File: config.mk
export PLATFORM = sky130hd
export DESIGN_NAME = subset_coord_reader
export DESIGN_NICKNAME = d
export VERILOG_FILES = /design/src/rtl/subset_coord_reader.sv
export SDC_FILE = /design/constraint.sdc
export NUM_CORES = 2
export LEC_CHECK = 0
export ABC_AREA = 1
export ABC_CLOCK_PERIOD_IN_PS = 4900
export CORE_MARGIN = 3
export CORE_UTILIZATION = 53
export DETAILED_ROUTE_END_ITERATION = 16
export PLACE_DENSITY = 0.85
export SLEW_MARGIN = 20
export SYNTH_ARGS = -nofsm -noshare
export SYNTH_HDL_FRONTEND = slang
export SYNTH_SLANG_ARGS = --single-unit
File: constraint.sdc
create_clock -name clock -period 4.9 [get_ports clock]
set_input_delay 0.98 -clock clock [delete_from_list [all_inputs] [get_ports clock]]
set_output_delay 0.98 -clock clock [all_outputs]
set_load 0.05 [all_outputs]
File: src/rtl/subset_coord_reader.sv
// Walks a captured set of packed float32 (x, y) coordinates, converts each to integer
// col/row, and hands out row*IMAGE_WIDTH+col linear pixel addresses over a valid/ready port.
module subset_coord_reader #(
  parameter int unsigned NUM_POINTS  = 9,
  parameter int unsigned IMAGE_WIDTH = 640
) (
  input  logic                    clock,
  input  logic                    reset_n,
  input  logic [32*NUM_POINTS-1:0] x,
  input  logic [32*NUM_POINTS-1:0] y,
  input  logic                    sub_done,
  input  logic                    addr_ready,
  output logic [31:0]             pixel_addr,
  output logic [15:0]             col,
  output logic [15:0]             row,
  output logic [7:0]              point_idx,
  output logic                    addr_valid,
  output logic                    coord_error,
  output logic                    read_done
);

  localparam logic [2:0] IDLE    = 3'd0;
  localparam logic [2:0] CAPTURE = 3'd1;
  localparam logic [2:0] CONV    = 3'd2;
  localparam logic [2:0] ADDR    = 3'd3;
  localparam logic [2:0] SEND    = 3'd4;
  localparam logic [2:0] DONE    = 3'd5;

  localparam logic [7:0] LAST_IDX = 8'(NUM_POINTS - 1);

  logic [2:0]              state_q, state_d;
  logic                    sub_done_q;
  logic [32*NUM_POINTS-1:0] x_sh_q, x_sh_d;
  logic [32*NUM_POINTS-1:0] y_sh_q, y_sh_d;
  logic [7:0]              k_q, k_d;
  logic [15:0]             col_q, col_d;
  logic [15:0]             row_q, row_d;
  logic [31:0]             addr_q, addr_d;
  logic                    err_q, err_d;

  logic [31:0]             x_cur, y_cur;
  logic [16:0]             x_conv, y_conv;
  logic [31:0]             addr_calc;
  logic                    sub_done_rise;

  // Returns {error, value}; truncates toward zero, clamps negatives to 0 and overflow to 0xFFFF.
  function automatic logic [16:0] f32_to_u16(input logic [31:0] f);
    logic [7:0]  expo;
    logic [23:0] man;
    logic [7:0]  amt;
    logic [16:0] res;
    expo = f[30:23];
    man  = {1'b1, f[22:0]};
    amt  = 8'd150 - expo;
    if (f[30:0] == 31'd0) begin
      res = 17'd0;
    end else if (f[31]) begin
      res = {1'b1, 16'd0};
    end else if (expo < 8'd127) begin
      res = 17'd0;
    end else if (expo > 8'd142) begin
      res = {1'b1, 16'hFFFF};
    end else begin
      res = {1'b0, 16'(man >> amt)};
    end
    return res;
  endfunction

  always_comb begin
    x_cur = '0;
    y_cur = '0;
    for (int i = 0; i < NUM_POINTS; i++) begin
      if (k_q == 8'(i)) begin
        x_cur = x_sh_q[32*i +: 32];
        y_cur = y_sh_q[32*i +: 32];
      end
    end
  end

  assign x_conv        = f32_to_u16(x_cur);
  assign y_conv        = f32_to_u16(y_cur);
  assign addr_calc     = 32'(row_q) * 32'(IMAGE_WIDTH) + 32'(col_q);
  assign sub_done_rise = sub_done & ~sub_done_q;

  always_comb begin
    state_d = state_q;
    x_sh_d  = x_sh_q;
    y_sh_d  = y_sh_q;
    k_d     = k_q;
    col_d   = col_q;
    row_d   = row_q;
    addr_d  = addr_q;
    err_d   = err_q;
    case (state_q)
      IDLE: begin
        if (sub_done_rise) state_d = CAPTURE;
      end
      CAPTURE: begin
        x_sh_d  = x;
        y_sh_d  = y;
        err_d   = 1'b0;
        k_d     = 8'd0;
        state_d = CONV;
      end
      CONV: begin
        col_d   = x_conv[15:0];
        row_d   = y_conv[15:0];
        err_d   = err_q | x_conv[16] | y_conv[16];
        state_d = ADDR;
      end
      ADDR: begin
        addr_d  = addr_calc;
        state_d = SEND;
      end
      SEND: begin
        if (addr_ready) begin
          if (k_q < LAST_IDX) begin
            k_d     = k_q + 8'd1;
            state_d = CONV;
          end else begin
            state_d = DONE;
          end
        end
      end
      DONE: begin
        state_d = IDLE;
      end
      default: begin
        state_d = IDLE;
      end
    endcase
  end

  always_ff @(posedge clock or negedge reset_n) begin
    if (!reset_n) begin
      state_q    <= IDLE;
      sub_done_q <= 1'b0;
      x_sh_q     <= '0;
      y_sh_q     <= '0;
      k_q        <= 8'd0;
      col_q      <= 16'd0;
      row_q      <= 16'd0;
      addr_q     <= 32'd0;
      err_q      <= 1'b0;
    end else begin
      state_q    <= state_d;
      // Tracked in every state so a level still high on return to IDLE cannot retrigger.
      sub_done_q <= sub_done;
      x_sh_q     <= x_sh_d;
      y_sh_q     <= y_sh_d;
      k_q        <= k_d;
      col_q      <= col_d;
      row_q      <= row_d;
      addr_q     <= addr_d;
      err_q      <= err_d;
    end
  end

  assign pixel_addr  = addr_q;
  assign col         = col_q;
  assign row         = row_q;
  assign point_idx   = k_q;
  assign coord_error = err_q;
  assign addr_valid  = (state_q == SEND);
  assign read_done   = (state_q == DONE);

endmodule

==> reports/qor.log <==
qor: final_layout.layout-drive-gt1-share 4.783%
qor: worst_setup_path.cp_top_family simple AND/OR/NAND/NOR gates
qor: sta.timing.max_slew.rel_slack 26.43%
qor: yosys.post_synth.cell_area_avg 7.240 sq um
qor: worst_setup_path.ff_to_ff_path_depth 30
qor: yosys.synth_warnings 0
qor: sta.report.final.slew_viol_count 0
qor: sta.report.final.hold_viol_count 0
qor: die.core-area 63200 sq um
qor: yosys.synth_cell_type_count 50
qor: clock_network.htree_num_levels 3
qor: clock_network.clk-insertion-delay-late 0.63 ns
qor: worst_setup_path.critPathRequiredTime 5.46 ns
qor: place.gp_congestion 0.9399
qor: yosys.synth_cells 4691
qor: grt.grt_remaining_overflow 0
qor: place.pre_cts_slack 0.4290 ns
qor: worst_setup_path.crit_path_max_fanout 17
qor: sta.maxClockFrequency 0.2213 GHz
qor: clock_network.cts_buffer_depth 3
qor: die.initial_utilization 53.74%
qor: die.die_height 259.1 um
qor: final_layout.n_fill_cell 5135
qor: yosys.syn_area 33960 sq um
qor: drt.detail_route.iter0.violations 3830
qor: sta.worst_clock_skew 0.02415 ns
qor: yosys.synth.ff_latch_count 648
qor: die.ioPinCount 655
qor: grt.initial_antenna_violation_count 25
qor: place.detailedPlacementHpwl 90910 um
qor: drt.detailroute.via_count 34058
qor: clock_network.clock_tree.root_cell sky130_fd_sc_hd__clkbuf_16
qor: yosys.synth_sequential_area_ratio 47.75%
qor: outcome.outcome completed
qor: sta.worstMarginPinSlew 1.102 ns
qor: final_layout.post-route-util 69.00%
qor: drt.route.detailed.wl_per_inst 20.73 um
qor: pwr.ir_drop 0.6385 mV
qor: pwr.total_leakage_power 21.68 nW
qor: worst_setup_path.cpMaxStageDelayCell sky130_fd_sc_hd__nor3_4
qor: clock_network.post_cts_buffers 0
qor: die.num_rows 92
qor: drt.drcViolationCount 0
qor: final_layout.finish.net_count 5830
qor: clock_network.cts_inserted_buffers 71
qor: worst_setup_path.crit-reg2reg-launch point_idx[0]$_DFFE_PN0P_
qor: grt.first_pass_grt_wire_length 190400 um
qor: sta.final.period_utilization 92.22%
qor: yosys.asr_flop_ratio_synth 100.0%
qor: drt.drt_wl_total 126700 um
qor: worst_setup_path.worstReg2RegEnd col[6]$_DFFE_PN0P_
qor: drt.drt_pass1_iterations 6
qor: pwr.powerDensity 771.2 nW/um^2
qor: sta.setup_total_negative_slack 0 ns
qor: sta.setup_viol_count_final 0
qor: worst_setup_path.register_to_register_setup_slack 0.38 ns
qor: yosys.synth_flop_cell sky130_fd_sc_hd__dfrtp_1
qor: grt.maximum_number_of_pins_on_one_net_before_global_route_repair 224
qor: worst_setup_path.crit_buf_inv 5
qor: sta.final.setup.worst_slack 0.3813 ns
qor: clock_network.clock_sinks 648
qor: grt.number_of_global_route_vias_before_repair 33027
qor: worst_setup_path.worst-endpoint-arrival 5.08 ns
qor: worst_setup_path.criticalPathCategory flop to flop
qor: final_layout.area_growth_syn_to_layout 28.39%
qor: hold_path.hold_path_class input port to asynchronous set/reset pin
qor: worst_setup_path.cp-end-kind flop
qor: yosys.synth-edff-count 0
qor: sta.rsz0062_at_grt no
qor: grt.track_usage 36.89%
qor: worst_setup_path.critical_path.startpoint_type flop
qor: drt.ant_nets 0
qor: drt.vias_per_instance 5.572
qor: worst_setup_path.crit_top_cell sky130_fd_sc_hd__nand2_1
qor: worst_setup_path.worst_path_largest_cell_delay 0.57 ns
qor: clock_network.clk_pin_slew_worst_paths 0.06 ns
qor: sta.final.min_clock_period 4.519 ns
qor: run.max_cap_violation_count 0
qor: clock_network.tritoncts yes
qor: place.numPortBuffers 649
qor: die.floorplan.die.width 259.1 um
qor: die.dieArea 67150 sq um
metrics by stage:
step	total power, mW	hold slack [ns]	instances	instance area [sq um]
floorplan	21.69	0.4342	4695	33980
global placement	27.11	0.4472	5972	41080
detailed placement	27.41	0.4524	5972	41080
CTS	33.25	0.4058	6092	43530
global route	36.17	0.4312	6112	43600
finish	33.63	0.3665	6112	43600
metal layers:
layer  global-route usage, %  wire (um)  up-vias
met3                   7.502      10500      417
li1                        -          -    15927
met5                       0         68        -
met2                   58.88      58990     1726
met1                   45.97      48120    15978
met4                   23.53       9005       10
how the worst max path moves through the flow:
stage / from / end / depth (start not counted)
2_1_floorplan: row[1]$_DFFE_PN0P_ / pixel_addr[24]$_DFFE_PN0N_ / 21
3_3_place_gp: row[1]$_DFFE_PN0P_ / pixel_addr[24]$_DFFE_PN0N_ / 21
3_5_place_dp: point_idx[1]$_DFFE_PN0P_ / col[5]$_DFFE_PN0P_ / 34
4_1_cts: row[1]$_DFFE_PN0P_ / pixel_addr[24]$_DFFE_PN0N_ / 21
5_1_grt: point_idx[0]$_DFFE_PN0P_ / col[5]$_DFFE_PN0P_ / 30
6_report: point_idx[0]$_DFFE_PN0P_ / col[6]$_DFFE_PN0P_ / 30
Yosys cell counts, types with 2 or more instances:
cell type | count | share of area (%)
sky130_fd_sc_hd__nor2_2 | 5 | 0.092
sky130_fd_sc_hd__buf_4 | 26 | 0.57
sky130_fd_sc_hd__nand3_1 | 317 | 4.7
sky130_fd_sc_hd__or2_0 | 2 | 0.037
sky130_fd_sc_hd__fa_1 | 2 | 0.12
sky130_fd_sc_hd__o2111ai_1 | 5 | 0.13
sky130_fd_sc_hd__o21bai_1 | 6 | 0.13
sky130_fd_sc_hd__inv_1 | 234 | 2.6
sky130_fd_sc_hd__or2_2 | 9 | 0.17
sky130_fd_sc_hd__nand4_1 | 10 | 0.18
sky130_fd_sc_hd__buf_6 | 6 | 0.20
sky130_fd_sc_hd__dfrtp_1 | 648 | 48
sky130_fd_sc_hd__nor3_1 | 18 | 0.27
sky130_fd_sc_hd__inv_2 | 14 | 0.15
sky130_fd_sc_hd__xor2_1 | 18 | 0.46
sky130_fd_sc_hd__nor2_8 | 2 | 0.12
sky130_fd_sc_hd__buf_2 | 56 | 0.83
sky130_fd_sc_hd__a21oi_2 | 5 | 0.13
sky130_fd_sc_hd__o221ai_1 | 3 | 0.077
sky130_fd_sc_hd__xnor2_1 | 11 | 0.28
sky130_fd_sc_hd__o21ai_1 | 30 | 0.44
sky130_fd_sc_hd__nand2_1 | 2242 | 25
sky130_fd_sc_hd__or2_1 | 2 | 0.037
sky130_fd_sc_hd__o31ai_1 | 22 | 0.49
sky130_fd_sc_hd__nor3_2 | 2 | 0.059
sky130_fd_sc_hd__o21ai_0 | 365 | 5.4
sky130_fd_sc_hd__nand2_2 | 11 | 0.20
sky130_fd_sc_hd__buf_1 | 21 | 0.23
sky130_fd_sc_hd__clkbuf_1 | 178 | 2.0
sky130_fd_sc_hd__ha_1 | 47 | 1.7
sky130_fd_sc_hd__nor3_4 | 2 | 0.096
sky130_fd_sc_hd__clkinv_1 | 2 | 0.022
sky130_fd_sc_hd__o211ai_1 | 35 | 0.77
sky130_fd_sc_hd__nand3b_1 | 3 | 0.066
sky130_fd_sc_hd__nor4_1 | 9 | 0.17
sky130_fd_sc_hd__nand3_2 | 4 | 0.12
sky130_fd_sc_hd__a21oi_4 | 2 | 0.096
sky130_fd_sc_hd__a31oi_1 | 3 | 0.055
sky130_fd_sc_hd__a21oi_1 | 202 | 3.0
sky130_fd_sc_hd__nor2_1 | 102 | 1.1
registers in the layout, summed over array words and instances, names as in the netlist:
signal       flops
pixel_addr      27
sub_done_q       1
point_idx        8
row             16
y_sh_q         288
col             16
coord_error      1
state_q          3
x_sh_q         288
layout by cell type (no fill, tap or decap), types with 6 or more instances in the layout:
master,synthesis,routed
sky130_fd_sc_hd__buf_12,0,21
sky130_fd_sc_hd__o21ai_1,30,31
sky130_fd_sc_hd__xor2_1,18,18
sky130_fd_sc_hd__o21bai_1,6,6
sky130_fd_sc_hd__ha_1,47,47
sky130_fd_sc_hd__nand2_2,11,10
sky130_fd_sc_hd__nand4_1,10,10
sky130_fd_sc_hd__diode_2,0,18
sky130_fd_sc_hd__nor3_1,18,15
sky130_fd_sc_hd__xnor2_1,11,11
sky130_fd_sc_hd__buf_4,26,49
sky130_fd_sc_hd__nand2_1,2242,2242
sky130_fd_sc_hd__o21ai_0,365,364
sky130_fd_sc_hd__dfrtp_1,648,648
sky130_fd_sc_hd__nand3_1,317,316
sky130_fd_sc_hd__clkinv_2,0,9
sky130_fd_sc_hd__o211ai_1,35,35
sky130_fd_sc_hd__inv_2,14,11
sky130_fd_sc_hd__nor4_1,9,9
sky130_fd_sc_hd__a21oi_1,202,202
sky130_fd_sc_hd__nor2_1,102,101
sky130_fd_sc_hd__clkbuf_8,0,13
sky130_fd_sc_hd__clkdlybuf4s50_1,0,648
sky130_fd_sc_hd__bufinv_16,0,9
sky130_fd_sc_hd__clkbuf_16,0,72
sky130_fd_sc_hd__inv_1,234,234
sky130_fd_sc_hd__o31ai_1,22,21
sky130_fd_sc_hd__or2_2,9,9
sky130_fd_sc_hd__clkbuf_1,178,6
layout make-up:
| class | count | area [sq um] | share of cell area [%] |
|---|---|---|---|
| well taps | 846 | 1059 | 2.428 |
| flip-flops and latches | 648 | 16220 | 37.19 |
| repair buffers | 719 | 7289 | 16.72 |
| clock buffers | 91 | 2003 | 4.594 |
| diodes | 18 | 45.04 | 0.1033 |
| multi-input cells | 3511 | 15600 | 35.78 |
| clock inverters | 29 | 439.2 | 1.007 |
| inverters | 250 | 949.7 | 2.178 |
report_power, final:
group | internal, mW | switching [mW] | total [mW]
sequential | 7.95 | 1.39 | 9.34
clock | 3.38 | 2.32 | 5.70
combinational | 5.72 | 12.9 | 18.6
total | 17.0 | 16.6 | 33.6
cells by family (layout without fill, tap and decap cells):
kind of cell / Yosys count / count (layout) / synth area share (%)
simple gates: 2743 / 2745 / 32.27
buf+inv: 538 / 1089 / 6.587
xor+xnor: 29 / 29 / 0.7479
flops: 648 / 648 / 47.75
other cells: 1 / 23 / 0.01104
compound gates: 683 / 683 / 10.79
fa+ha+maj: 49 / 49 / 1.849
repair_timing:
item | in CTS | in global routing
setup endpoints to repair | 0 | 10
gates resized for setup | 0 | 3
hold buffers | 0 | 0
Power figures use the tool's default switching activity.
